File: src/rtl/csr_trap_ctrl.sv
// csr_trap_ctrl
// Trap sequencer between the pipeline and csr_reg. It arbitrates synchronous
// exceptions, machine interrupts and mret requests, performs the CSR reads and
// writes each one needs (mtvec, mepc, mstatus), and issues a one-cycle PC
// redirect to fetch.
//
// Ports
//   clk, reset                       clock, synchronous active-low reset
//   exc_valid/cause/pc/val           exception request from execute
//   mret_valid                       mret request from execute
//   int_ok, int_pc                   interruptible boundary, next PC
//   mstatus_mie_in, mstatus_mpie_in  status bits from csr_reg
//   mip_*_in, mie_*_in               pending / enable bits from csr_reg
//   csr_rdata                        csr_reg dout (combinational from addr)
//   csr_addr/read_en/write_en/write_type/wdata   CSR access port
//   trap_mie/mpie/int/pc_out/cause/val/wr_en     csr_reg trap-write port
//   redirect_valid, redirect_pc      one-cycle redirect to fetch
//   busy                             high outside IDLE (pipeline stalls)
module csr_trap_ctrl #(
   parameter logic [11:0] MTVEC_ADDR   = 12'h305,
   parameter logic [11:0] MEPC_ADDR    = 12'h341,
   parameter logic [11:0] MSTATUS_ADDR = 12'h300
) (
   input  logic        clk,
   input  logic        reset,
   input  logic        exc_valid,
   input  logic [30:0] exc_cause,
   input  logic [31:0] exc_pc,
   input  logic [31:0] exc_val,
   input  logic        mret_valid,
   input  logic        int_ok,
   input  logic [31:0] int_pc,
   input  logic        mstatus_mie_in,
   input  logic        mstatus_mpie_in,
   input  logic        mip_msip_in,
   input  logic        mip_mtip_in,
   input  logic        mip_meip_in,
   input  logic        mie_msie_in,
   input  logic        mie_mtie_in,
   input  logic        mie_meie_in,
   input  logic [31:0] csr_rdata,
   output logic [11:0] csr_addr,
   output logic        csr_read_en,
   output logic        csr_write_en,
   output logic [1:0]  csr_write_type,
   output logic [31:0] csr_wdata,
   output logic        trap_mie,
   output logic        trap_mpie,
   output logic        trap_int,
   output logic [31:0] trap_pc_out,
   output logic [30:0] trap_cause,
   output logic [31:0] trap_val,
   output logic        trap_wr_en,
   output logic        redirect_valid,
   output logic [31:0] redirect_pc,
   output logic        busy
);

   typedef enum logic [2:0] {
      IDLE     = 3'd0,
      TRAP_WR  = 3'd1,
      MRET_RD  = 3'd2,
      MRET_WR  = 3'd3,
      REDIRECT = 3'd4
   } state_t;

   state_t      state_reg, state_next;
   logic        int_reg, int_next;
   logic        mpie_reg, mpie_next;
   logic [30:0] cause_reg, cause_next;
   logic [31:0] pc_reg, pc_next;
   logic [31:0] val_reg, val_next;
   logic [31:0] target_reg, target_next;

   // Index 2 = MEI, 1 = MSI, 0 = MTI
   logic [2:0] ip_vec, ie_vec, pend_vec;
   assign ip_vec = {mip_meip_in, mip_msip_in, mip_mtip_in};
   assign ie_vec = {mie_meie_in, mie_msie_in, mie_mtie_in};

   generate
      for (genvar gi = 0; gi < 3; gi++) begin : g_pend
         assign pend_vec[gi] = ip_vec[gi] & ie_vec[gi];
      end
   endgenerate

   logic        int_take;
   logic [30:0] int_cause;
   assign int_take  = int_ok & mstatus_mie_in & (|pend_vec);
   assign int_cause = pend_vec[2] ? 31'd11 : (pend_vec[1] ? 31'd3 : 31'd7);

   // Vector computed from the mtvec value read during TRAP_WR; mode 1 vectors
   // interrupts only, every other mode/kind goes to the base.
   logic [31:0] vec_base, vec_target;
   assign vec_base   = {csr_rdata[31:2], 2'b00};
   assign vec_target = (csr_rdata[1:0] == 2'd1 && int_reg)
                       ? vec_base + {cause_reg[29:0], 2'b00}
                       : vec_base;

   // State register and latches
   always_ff @(posedge clk) begin
      if (!reset) begin
         state_reg  <= IDLE;
         int_reg    <= 1'b0;
         mpie_reg   <= 1'b0;
         cause_reg  <= '0;
         pc_reg     <= '0;
         val_reg    <= '0;
         target_reg <= '0;
      end else begin
         state_reg  <= state_next;
         int_reg    <= int_next;
         mpie_reg   <= mpie_next;
         cause_reg  <= cause_next;
         pc_reg     <= pc_next;
         val_reg    <= val_next;
         target_reg <= target_next;
      end
   end

   // Next state and latch updates
   always_comb begin
      state_next  = state_reg;
      int_next    = int_reg;
      mpie_next   = mpie_reg;
      cause_next  = cause_reg;
      pc_next     = pc_reg;
      val_next    = val_reg;
      target_next = target_reg;
      case (state_reg)
         IDLE: begin
            if (exc_valid) begin
               state_next = TRAP_WR;
               int_next   = 1'b0;
               cause_next = exc_cause;
               pc_next    = exc_pc;
               val_next   = exc_val;
               mpie_next  = mstatus_mie_in;
            end else if (int_take) begin
               state_next = TRAP_WR;
               int_next   = 1'b1;
               cause_next = int_cause;
               pc_next    = int_pc;
               val_next   = '0;
               mpie_next  = mstatus_mie_in;
            end else if (mret_valid) begin
               state_next = MRET_RD;
            end
         end
         TRAP_WR: begin
            target_next = vec_target;
            state_next  = REDIRECT;
         end
         MRET_RD: begin
            target_next = csr_rdata & ~32'h3;
            state_next  = MRET_WR;
         end
         MRET_WR:  state_next = REDIRECT;
         REDIRECT: state_next = IDLE;
         default:  state_next = IDLE;
      endcase
   end

   // Outputs, purely from state and latches (plus mpie for the mstatus write)
   always_comb begin
      csr_addr       = '0;
      csr_read_en    = 1'b0;
      csr_write_en   = 1'b0;
      csr_write_type = 2'd0;
      csr_wdata      = '0;
      trap_mie       = 1'b0;
      trap_mpie      = 1'b0;
      trap_int       = 1'b0;
      trap_pc_out    = '0;
      trap_cause     = '0;
      trap_val       = '0;
      trap_wr_en     = 1'b0;
      redirect_valid = 1'b0;
      redirect_pc    = '0;
      busy           = (state_reg != IDLE);
      case (state_reg)
         TRAP_WR: begin
            trap_wr_en  = 1'b1;
            trap_mpie   = mpie_reg;
            trap_int    = int_reg;
            trap_pc_out = pc_reg;
            trap_cause  = cause_reg;
            trap_val    = val_reg;
            csr_addr    = MTVEC_ADDR;
            csr_read_en = 1'b1;
         end
         MRET_RD: begin
            csr_addr    = MEPC_ADDR;
            csr_read_en = 1'b1;
         end
         MRET_WR: begin
            csr_addr       = MSTATUS_ADDR;
            csr_write_en   = 1'b1;
            csr_write_type = 2'd0;
            csr_wdata      = 32'h80 | {28'd0, mstatus_mpie_in, 3'd0};
         end
         REDIRECT: begin
            redirect_valid = 1'b1;
            redirect_pc    = target_reg;
         end
         default: ;
      endcase
   end

endmodule

File: config.mk
export PLATFORM = sky130hd
export DESIGN_NAME = csr_trap_ctrl
export DESIGN_NICKNAME = d
export VERILOG_FILES = /design/src/rtl/csr_trap_ctrl.sv
export SDC_FILE = /design/constraint.sdc
export NUM_CORES = 1
export LEC_CHECK = 0
export ABC_AREA = 1
export BUFFER_PORTS_ARGS = -buffer_cell sky130_fd_sc_hd__buf_2
export CAP_MARGIN = 20
export CORE_MARGIN = 4
export CORE_UTILIZATION = 25
export CTS_BUF_LIST = sky130_fd_sc_hd__clkbuf_4
export DETAILED_ROUTE_END_ITERATION = 10
export PLACE_DENSITY = 0.49
export SLEW_MARGIN = 30
export SYNTH_ARGS = -nofsm -noshare
export SYNTH_HDL_FRONTEND = slang
export SYNTH_SLANG_ARGS = --single-unit
File: constraint.sdc
create_clock -name clk -period 2.7 [get_ports clk]
set_clock_uncertainty 0.1 [all_clocks]
set_input_delay 0.27 -clock clk [delete_from_list [all_inputs] [get_ports clk]]
set_output_delay 0.27 -clock clk [all_outputs]
set_load 0.05 [all_outputs]
==> impl_metrics.ini, run 1 <==
[global_routing]
grt_antenna_before_repair = 2
grt_max_degree = 100
grt.overflow.total = 0
grt_usage = 0.176
first_global_vias = 9953
grt_pass1_wl_mm = 53.4

[logic_synthesis]
ys_seq_area_frac = 0.302
synth_area_um2 = 8610
ys_warn_count = 0
syn_inst = 1439
syn_area_per_cell_um2 = 5.98
synth-seq-cells = 130
synth_edf_count = 0
ys.flop_type = dfxtp_1
ys_async_sr_fraction = 0
synth_cell_type_count = 40

[floorplan]
io_pins = 353
row_count = 67
die-area_um2 = 37500
dieHeight_um = 194
coreArea_um2 = 33800
start_util = 0.255
die_w_um = 194

[pwr]
switching_share = 0.434
clockPowerShare = 0.216
p_int_mw = 3.48
p_leak_nw = 6.27
power_mw = 6.15
p_sw_mw = 2.67
comb_power_share = 0.404
power.density_nw_per_um2 = 504
power_frac_seq = 0.380
vdd_ir_drop_max_mv = 0.238

[critical_path]
cp_data_required_time_ns = 2.33
worstSetupPathType = reg2out
cp-end-kind = primary output
crit_arrival_ns = 2.10
crit_fanout = 99
crit_path_start_kind = flip-flop

[clock_network]
cts_tree = yes
clk_latency_ns = 0.53
cts_buffers = 17
root_buffer = clkbuf_4
clockBufferDepth = 2
htree_levels = 4
cts_sinks = 130
cts.clk_slew.worst_paths_ns = 0.13

[detailed_routing]
first_pass_iters = 5
first_iter_violations = 451
vias = 10100
final_antenna_net_count = 0
routedWlPerCell_um = 14.7
route.detailed.drc = 0
viasPerCell = 4.31
drt-total-wl_mm = 34.4

[run_status]
status = finished clean

[sta]
rsz0062_at_grt = no
finalCriticalPeriod_ns = 2.47
hold_violations = 0
slew_headroom = 0.476
hold_slack_ns = 0.0964
slew_viol_final = 0
setup_viol = 0
worst_pin_slew_ns = 0.786
tns_ns = 0
fin_crit_sh = 0.916
max_freq_ghz = 0.404
setup_ws_ns = 0.227

[final_layout]
fillers = 3735
multi_input_area_um2 = 4590
syn2layout_area_growth_pct = 41.9
nets = 2072
drive_above_1_share = 0.205
regArea_um2 = 2600
fin_area_um2 = 12200

[place]
numPortBuffers = 310
post-place-ws_ns = 0.288
gp_congestion = 0.892
hpwlAfterDp_mm = 25.9
place_area_um2 = 10400

[flow_run]
drv_cap = 0

[worst_hold_path]
hold_path_class = in2reg
-- cells in the mapped netlist (all sizes together) (5+ instances only) --
master	number	area (µm²)
nand2	422	1600
inv	250	941
nor2	190	733
dfxtp	130	2600
a21oi	111	559
buf	81	532
o21ai	73	369
nand3	44	235
a31oi	37	231
ha	29	363
clkbuf	28	105
o21bai	8	63.8
nand4	5	31.3
-- worst max-delay path: stages (launching register included) --
cell and delay [ns]:
dfxtp_1 0.36, inv_1 0.07, nor2_2 0.18, nand2_4 0.09, buf_8 0.26, nor2_1 0.24
buf_2 0.30
-- cell families (layout without fill, tap and decap cells) --
logic type      count (synthesis)  in the layout  synth area share
flops                         130            130             0.302
compound gates                234            234             0.146
mux                             4              4           0.00465
simple gates                  673            673             0.311
fa+ha+maj                      30             30            0.0445
xor+xnor                        7              7           0.00712
other cells                     1             45          0.000436
buf+inv                       360            763             0.184
-- cell usage in the layout, fill, tap and decap left out, types with 2 or more instances in the layout --
cell           count
xor2_1             4
nand3_1           41
nand3b_1           2
a31oi_1           37
a21oi_1          110
inv_6              5
nor3_1             3
inv_2              5
a211oi_1           4
conb_1            42
clkinvlp_4         5
buf_4             12
inv_1            243
inv_4              2
nand4_1            5
ha_1              29
xnor2_1            3
diode_2            3
o21bai_1           7
o21ai_1            2
clkinv_2           2
nand2_4            2
o21ai_0           70
mux2i_1            4
nor2_2             5
nand3_2            3
or2_2              4
nand2_2            4
buf_2            309
nand2_1          416
dfxtp_1          130
dlygate4sd3_1    156
clkbuf_4          19
nor2_1           184
-- metrics by stage --
step | instances | utilization
4_1_cts | 2331 | 0.361
3_5_place_dp | 2143 | 0.307
2_1_floorplan | 1480 | -
6_report | 2334 | 0.362
3_3_place_gp | 2143 | 0.307
5_1_grt | 2333 | 0.361
-- power by group through the flow --
stage          Clock, mW  Sequential, mW  Combinational (mW)
2_1_floorplan          0            2.32                1.70
3_3_place_gp           0            2.37                2.24
3_5_place_dp           0            2.38                2.24
4_1_cts             1.40            2.34                2.50
5_1_grt             1.48            2.37                2.75
6_report            1.33            2.34                2.49
-- final timing paths --
check / from / depth (start not counted) / to / slack [ns]
hold reg to reg: mpie_reg / 2 / mpie_reg / 0.36
hold / removal: mie_meie_in / 5 / cause_reg[3] / 0.1
setup / recovery: state_reg[0] / 6 / trap_cause[11] / 0.23
setup reg to reg: cause_reg[0] / 11 / target_reg[26] / 0.39
-- per-layer routing --
layer,part of all wire,vias up,routed length [µm],global-route usage
met5,0,-,0,0
met4,0.018,0,619,0.0467
met3,0.054,26,1850,0.0337
met2,0.49,311,16900,0.313
met1,0.44,4542,14900,0.217
li1,-,5185,-,-
-- layout make-up --
cell class	count	area share
Timing Repair Buffer	480	0.265
Tap cell	448	0.0459
Clock buffer	18	0.0111
Clock inverter	14	0.0107
Multi-Input combinational cell	990	0.376
Inverter	251	0.0776
Sequential cell	130	0.213
Antenna cell	3	0.000615
-- repair_timing --
item | CTS | global route
gates resized for setup | 0 | 5
buffers inserted | 0 | 0
endpoints found under the setup margin | 0 | 67
endpoints found under the hold margin | 123 | 0
hold buffers | 156 | 0
No activity file was read; power rests on OpenSTA's default activity.
==> run 2: changes to the inputs <==
==> constraint.sdc (replaced) <==
create_clock -name clk -period 2.8 [get_ports clk]
set_clock_uncertainty 0.1 [all_clocks]
set_input_delay 0.28 -clock clk [delete_from_list [all_inputs] [get_ports clk]]
set_output_delay 0.28 -clock clk [all_outputs]
set_load 0.02 [all_outputs]
==> run 2 against run 1 <==
- flip-flop and latch count unchanged
- non-clock buffer count down 2
- cell count did not move
- via count fell by 0.16%
- global-route usage is 0.51 points higher
- first-iteration DRC count decreased by 1.3%
- worst hold slack worse by 0.046 ns
- critical path depth decreased by 2
- utilization grew 0.19 points
- sequential power is 3% lower
==> impl_metrics.ini, run 2 (synthesis results as in run 1) <==
[run_status]
status = finished clean

[floorplan]
io_pins = 353
start_util = 0.255
dieHeight_um = 194
die-area_um2 = 37500
die_w_um = 194
row_count = 67
coreArea_um2 = 33800

[global_routing]
grt.overflow.total = 0
grt_pass1_wl_mm = 55.0
first_global_vias = 10200
grt_max_degree = 100
grt_antenna_before_repair = 3
grt_usage = 0.181

[clock_network]
cts.clk_slew.worst_paths_ns = 0.13
clk_latency_ns = 0.57
htree_levels = 4
root_buffer = clkbuf_4
cts_sinks = 130
clockBufferDepth = 2
cts_tree = yes
cts_buffers = 17

[place]
numPortBuffers = 310
gp_congestion = 0.916
hpwlAfterDp_mm = 26.1

[final_layout]
syn2layout_area_growth_pct = 42.6
drive_above_1_share = 0.205
nets = 2071
final_common_cell = nand2_1
mostFrequentLayoutCells = nand2_1 (416), buf_2 (310), inv_1 (242)

[worst_hold_path]
hold_path_class = in2reg

[detailed_routing]
first_iter_violations = 445
route.detailed.drc = 0
vias = 10000
drt-total-wl_mm = 35.1
viasPerCell = 4.31
routedWlPerCell_um = 15.0
first_pass_iters = 5
final_antenna_net_count = 0

[pwr]
vdd_ir_drop_max_mv = 0.240
p_leak_nw = 6.31
power.density_nw_per_um2 = 478

[critical_path]
crit_fanout = 21
cp-end-kind = primary output
crit_path_start_kind = flip-flop
worstSetupPathType = reg2out
critPathMaxStageDelay_ns = 0.44
crit_arrival_ns = 2.21
cpMaxStageDelayCell = dfxtp_1
path_cells = nand3_2 > nand2_2 > buf_4 > buf_2
cp_data_required_time_ns = 2.42

[sta]
fin_crit_sh = 0.924
rsz0062_at_grt = no
setup_viol = 0
slew_viol_final = 0
slew_headroom = 0.542
worst_pin_slew_ns = 0.685
tns_ns = 0
hold_slack_ns = 0.0502
max_freq_ghz = 0.386
finalCriticalPeriod_ns = 2.59
hold_violations = 0

[flow_run]
drv_cap = 0
## run 2: cell count changes in the layout (fill, tap and decap cells not counted), moves of 2 or more
cell	change
clkinv_1	+4
buf_12	+3
inv_6	-5
bufinv_16	+3
dlygate4sd3_1	-3
clkinvlp_4	-2
## run 2: what timing repair did
| action | 4_1_cts | 5_1_grt |
|---|---|---|
| resized for setup | 4 | 0 |
| endpoints found under the setup margin | 14 | 0 |
| endpoints found under the hold margin | 121 | 0 |
| buffers inserted | 2 | 0 |
| hold buffers | 153 | 0 |
## run 2: worst paths after layout
kind,slack (ns),start,cells past startpoint,to
setup / recovery,0.21,state_reg[1],4,csr_read_en
hold / removal,0.05,csr_rdata[25],5,target_reg[25]
setup reg to reg,0.33,state_reg[1],9,pc_reg[15]
hold reg to reg,0.37,val_reg[0],2,val_reg[0]
## run 2: routing by layer
| layer | vias to the layer above | track usage | share of wire |
|---|---|---|---|
| met5 | - | 0 | 0 |
| met4 | 0 | 0.0480 | 0.019 |
| met3 | 35 | 0.0350 | 0.056 |
| met2 | 310 | 0.326 | 0.50 |
| met1 | 4507 | 0.220 | 0.43 |
| li1 | 5196 | - | - |
## run 2: area by class of cell
type                            instances  area [µm²]
Sequential cell                       130        2600
Timing Repair Buffer                  478        3250
Inverter                              251         948
Antenna cell                            4        10.0
Clock inverter                         13         166
Clock buffer                           19         143
Tap cell                              448         561
Timing Repair inverter                  1        7.51
Multi-Input combinational cell        990        4590
Fill cell                            3764       21500
## run 2: metrics by stage
stage	utilization	total power [mW]	area, µm²	worst slack (ns)	instances
after global routing	0.363	6.29	12300	0.0231	2333
after floorplan	-	3.59	8760	0.838	1480
after detailed placement	0.308	4.19	10400	0.406	2142
after CTS	0.363	5.94	12300	0.142	2330
after global placement	0.308	4.19	10400	0.352	2142
final	0.363	5.87	12300	0.212	2334
## run 2: worst max-delay path: cells and delay by family (launching register included)
family / cells / cell delay [ns]
AND/OR/NAND/NOR: 2 / 0.67
buffers and inverters: 2 / 0.52
flip-flops: 1 / 0.44
## run 2: power by group
group / internal (mW) / total (mW) / switching (mW)
combinational: 0.809 / 2.13 / 1.32
sequential: 2.10 / 2.26 / 0.160
clock: 0.713 / 1.48 / 0.767
